`config.mk`:
```
export PLATFORM = sky130hd
export DESIGN_NAME = hazard_ctrl
export DESIGN_NICKNAME = d
export VERILOG_FILES = /design/src/rtl/hazard_ctrl.sv
export SDC_FILE = /design/constraint.sdc
export NUM_CORES = 1
export LEC_CHECK = 0
export ABC_AREA = 1
export CORE_ASPECT_RATIO = 0.7
export CORE_MARGIN = 2
export CORE_UTILIZATION = 55
export CTS_CLUSTER_SIZE = 30
export DETAILED_ROUTE_END_ITERATION = 16
export GPL_ROUTABILITY_DRIVEN = 0
export MAX_ROUTING_LAYER = met4
export PLACE_DENSITY = 0.92
export SYNTH_ARGS = -nofsm -noshare
export SYNTH_HDL_FRONTEND = slang
export SYNTH_SLANG_ARGS = --single-unit
```
`constraint.sdc`:
```
create_clock -name clk -period 2.89 [get_ports clk]
set_input_delay 0.4335 -clock clk [delete_from_list [all_inputs] [get_ports clk]]
set_output_delay 0.4335 -clock clk [all_outputs]
set_load 0.01 [all_outputs]
```
`src/rtl/hazard_ctrl.sv`:
```
// hazard_ctrl: pipeline interlock for the 5-stage CPU (load-use bubbles, memory freeze, branch squash, stall counter)
// Ports:
//   clk, rst_n                  clock, asynchronous active-low reset
//   id_rs1/id_rs2(+_used)       ID-stage source registers and their use flags
//   ex_rd, ex_is_load           EX-stage destination and load flag
//   ex_branch_taken             taken branch/jump resolved in EX
//   mem_req, mem_ready          data-memory handshake in MEM
//   pc_hold, if_id_hold, id_ex_hold, ex_mem_hold   pipeline register holds
//   id_ex_bubble, if_id_flush   NOP insertion into ID/EX and IF/ID
//   busy                        a multi-cycle load-use stall is in progress
//   stall_cycles                saturating count of pc_hold cycles
module hazard_ctrl #(
  parameter int LOAD_LAT = 1,
  parameter int CNT_W    = 32
) (
  input  logic             clk,
  input  logic             rst_n,
  input  logic [4:0]       id_rs1,
  input  logic             id_rs1_used,
  input  logic [4:0]       id_rs2,
  input  logic             id_rs2_used,
  input  logic [4:0]       ex_rd,
  input  logic             ex_is_load,
  input  logic             ex_branch_taken,
  input  logic             mem_req,
  input  logic             mem_ready,
  output logic             pc_hold,
  output logic             if_id_hold,
  output logic             id_ex_hold,
  output logic             id_ex_bubble,
  output logic             if_id_flush,
  output logic             ex_mem_hold,
  output logic             busy,
  output logic [CNT_W-1:0] stall_cycles
);
  localparam logic RUN      = 1'b0;
  localparam logic LU_STALL = 1'b1;
  logic             state_q, state_d;
  logic [2:0]       lu_cnt_q, lu_cnt_d;
  logic [CNT_W-1:0] stall_cycles_q, stall_cycles_d;
  logic             lu_hit, mem_stall, in_lu, br_act, lu_act;
  assign lu_hit    = ex_is_load & (ex_rd != 5'd0) &
                     ((id_rs1_used & (id_rs1 == ex_rd)) | (id_rs2_used & (id_rs2 == ex_rd)));
  assign mem_stall = mem_req & ~mem_ready;
  assign in_lu     = state_q == LU_STALL;
  // While in LU_STALL EX holds a bubble, so branch and load-use inputs are stale.
  assign br_act    = ~in_lu & ex_branch_taken;
  assign lu_act    = ~in_lu & ~ex_branch_taken & lu_hit;
  // Outputs are gated by rst_n so they drop the instant reset asserts.
  assign pc_hold      = rst_n & (mem_stall | in_lu | lu_act);
  assign if_id_hold   = pc_hold;
  assign id_ex_hold   = rst_n & mem_stall;
  assign ex_mem_hold  = rst_n & mem_stall;
  assign id_ex_bubble = rst_n & ~mem_stall & (in_lu | br_act | lu_act);
  assign if_id_flush  = rst_n & ~mem_stall & br_act;
  assign busy         = rst_n & in_lu;
  assign stall_cycles = stall_cycles_q;
  always_comb begin
    state_d  = state_q;
    lu_cnt_d = lu_cnt_q;
    if (!mem_stall && in_lu) begin
      lu_cnt_d = lu_cnt_q - 3'd1;
      state_d  = (lu_cnt_q == 3'd1) ? RUN : LU_STALL;
    end else if (!mem_stall && lu_act && LOAD_LAT > 1) begin
      state_d  = LU_STALL;
      lu_cnt_d = 3'(LOAD_LAT - 1);
    end
    stall_cycles_d = (pc_hold && !(&stall_cycles_q)) ? stall_cycles_q + 1'b1 : stall_cycles_q;
  end
  always_ff @(posedge clk or negedge rst_n) begin
    if (!rst_n) begin
      state_q        <= RUN;
      lu_cnt_q       <= 3'd0;
      stall_cycles_q <= '0;
    end else begin
      state_q        <= state_d;
      lu_cnt_q       <= lu_cnt_d;
      stall_cycles_q <= stall_cycles_d;
    end
  end
endmodule
```
==> run_results.csv <==
group,metric,value,unit
timing,slew_viol_final,0,
routing,wl,7.77,mm
logic_synthesis,ys_seq_area_share,32.0,%
floorplan,die_x,89.5,µm
global_routing,busiest_layer,"met2",
timing,skew,0.00300,ns
clocking,post_cts_buffers,0,
timing,rsz0062_at_grt,"no",
power_and_ir_drop,power_density,404,mW/mm²
logic_synthesis,ys.flop_type,"dfrtp_1",
setup_path,cp-start-kind,"primary input",
logic_synthesis,synthCells,457,
routing,dr.first_iter.drc_count,308,
setup_path,crit_arrival,2.29,ns
logic_synthesis,synthesis.nets,483,
timing,fin_crit_sh,94.3,%
timing,min_period,2.73,ns
place,placed_cells,574,
timing,hold_viol,0,
logic_synthesis,synth_top_area_share,32.0,%
global_routing,grt_pass1_wl,13.1,mm
logic_synthesis,synth_top_area_cell,"dfrtp_1",
finish,final_common_cell,"nand2_1",
global_routing,overflow,0,
global_routing,grt_util_met2,45.5,%
worst_hold_path,hp-class,"in2async",
setup_path,path_class,"in2out",
finish,final_cell_mix,"188 x nand2_1, 61 x nor2_1, 60 x clkdlybuf4s50_1",
clocking,cts_tree,"built",
routing,ant_nets,0,
logic_synthesis,synth_warnings,0,
place,place_hpwl,5.62,mm
finish,diodes,0,
global_routing,grt.met3_usage,4.39,%
logic_synthesis,yosys.cell_types.count,28,
logic_synthesis,syn_avg_cell_area,6.16,µm²
global_routing,grt_pass1_vias,2959,
clocking,clkTransAtPathRegs,0.07,ns
routing,wl_per_cell,13.4,µm
global_routing,met1_usage,41.3,%
routing,drc,0,
logic_synthesis,synth_edf_count,0,
timing,fmax,367,MHz
floorplan,row_count,21,
setup_path,r2r_setup_slack,0.56,ns
setup_path,critPathRequiredTime,2.46,ns
logic_synthesis,synth_area,0.00282,mm²
routing,viasPerCell,5.46,
clocking,clkLatencyLatePin,0.30,ns
logic_synthesis,synth.area.top_cells,"dfrtp_1 32%, nand2_1 25%, nor2_1 8.1%",
setup_path,rr_endpoint,"stall_cycles[6]$_DFFE_PN0P_",
floorplan,design.core.area,0.00486,mm²
floorplan,fp.dieH,63.9,µm
job,cap_violations,0,
global_routing,track_usage,29.6,%
clocking,clock-root-buffer,"clkbuf_8",
finish,nets,538,
clocking,clockBufferDepth,2,
setup_path,worstPathMaxFanout,3,
setup_path,reg2regPathDepth,9,
clocking,cts_hold_buf,0,
timing,setup_tns,0,ns
clocking,numCtsBuffers,5,
floorplan,start_util,57.9,%
power_and_ir_drop,peakVddDrop,351,µV
finish,fin_cells,582,
place,port_buffers,61,
floorplan,die-area,0.00572,mm²
finish,area_delta_synth_final,26.7,%
floorplan,io_pins,62,
setup_path,r2r-start,"stall_cycles[0]$_DFFE_PN0P_",
setup_path,crit_path_end_kind,"output port",
global_routing,grt_max_degree,42,
global_routing,antenna_found_initial,0,
clocking,cts_resized,0,
logic_synthesis,ys_async_sr_fraction,100,%
logic_synthesis,ys_seq_elements,36,
clocking,cts_htree_levels,2,
timing,slew_headroom,64.0,%
clocking,cts_sinks,36,
finish,final_layout_size_suffix_gt1_share,4.68,%
timing,tightest_slew,0.539,ns
power_and_ir_drop,total_leakage_power,0.00172,µW
routing,num_vias,3178,
timing,setup_viol_count_final,0,
status,outcome,"finished clean",
routing,dr.pass1.iters,5,
==> cells in the mapped netlist (3+ instances only) <==
master and number:
inv_2 4, xor2_1 8, dfrtp_1 36, nand3b_1 10
clkbuf_1 4, nand3_1 16, nand4_1 35, nand2_1 188
inv_1 56, ha_1 3, buf_4 4, buf_2 5
nor3_1 5, xnor2_1 5, nor2_1 61
==> registers in the layout, summed over array words and instances, names as in the netlist <==
signal	count
stall_cycles	32
lu_cnt_q	3
in_lu	1
==> critical path, stage by stage <==
cell and delay (ns):
clkdlybuf4s50_1 0.51, inv_1 0.09, nand2_1 0.06, nand2_1 0.04, nor2_1 0.11, nand3_1 0.08
nand2_1 0.07, nand2_1 0.08, a211oi_1 0.23, clkdlybuf4s50_1 0.58
==> layer usage <==
| metal | vias to the layer above | share of wire (%) |
|---|---|---|
| li1 | 1530 | - |
| met4 | 0 | 1.6 |
| met5 | - | 0 |
| met2 | 145 | 45 |
| met1 | 1481 | 47 |
| met3 | 22 | 7.0 |
==> metrics by stage <==
stage / instance area [µm²] / hold slack, ns / setup WS (ns) / util [%] / power (µW)
final: 3570 / 0.241 / 0.165 / 73.4 / 1440
after global routing: 3570 / 0.282 / 0.0262 / 73.4 / 1510
after CTS: 3570 / 0.252 / 0.166 / 73.4 / 1440
after detailed placement: 3440 / 0.479 / 0.167 / 70.8 / 950
after global placement: 3440 / 0.474 / 0.239 / 70.8 / 933
after floorplan: 2820 / 0.138 / 1.19 / - / 795
==> logic make-up (layout without fill, tap and decap cells) <==
| group | Yosys count | after routing | synth area share, % |
|---|---|---|---|
| XOR/XNOR | 13 | 13 | 4.04 |
| buffers and inverters | 76 | 132 | 11.2 |
| flip-flops | 36 | 36 | 32.0 |
| adder cells (fa/ha/maj) | 3 | 3 | 1.33 |
| AND/OR/NAND/NOR | 325 | 325 | 50.6 |
| AO/OA/AOI/OAI | 4 | 4 | 0.844 |
==> power by group <==
part / internal [µW] / total (µW) / switching, µW
combinational: 157 / 329 / 173
sequential: 556 / 615 / 59.1
clock: 305 / 498 / 194
==> layout make-up <==
class	count	area, µm²
multi-input cells	345	1600
clock inverters	1	30.0
well taps	69	86.3
clock buffers	7	96.3
fillers	395	1290
inverters	60	225
flip-flops and latches	36	901
repair buffers	64	628
==> worst max-delay path by stage <==
stage / endpoint / slack [ns] / start / cells after the start
after floorplan: pc_hold / 1.19 / ex_rd[2] / 9
after global placement: id_ex_bubble / 0.24 / ex_rd[3] / 10
after detailed placement: id_ex_bubble / 0.17 / ex_rd[3] / 10
after CTS: id_ex_bubble / 0.17 / ex_rd[3] / 10
after global routing: id_ex_bubble / 0.03 / ex_rd[0] / 10
final: id_ex_bubble / 0.16 / ex_rd[3] / 10
Note: power is estimated with default switching activity, not from simulation.
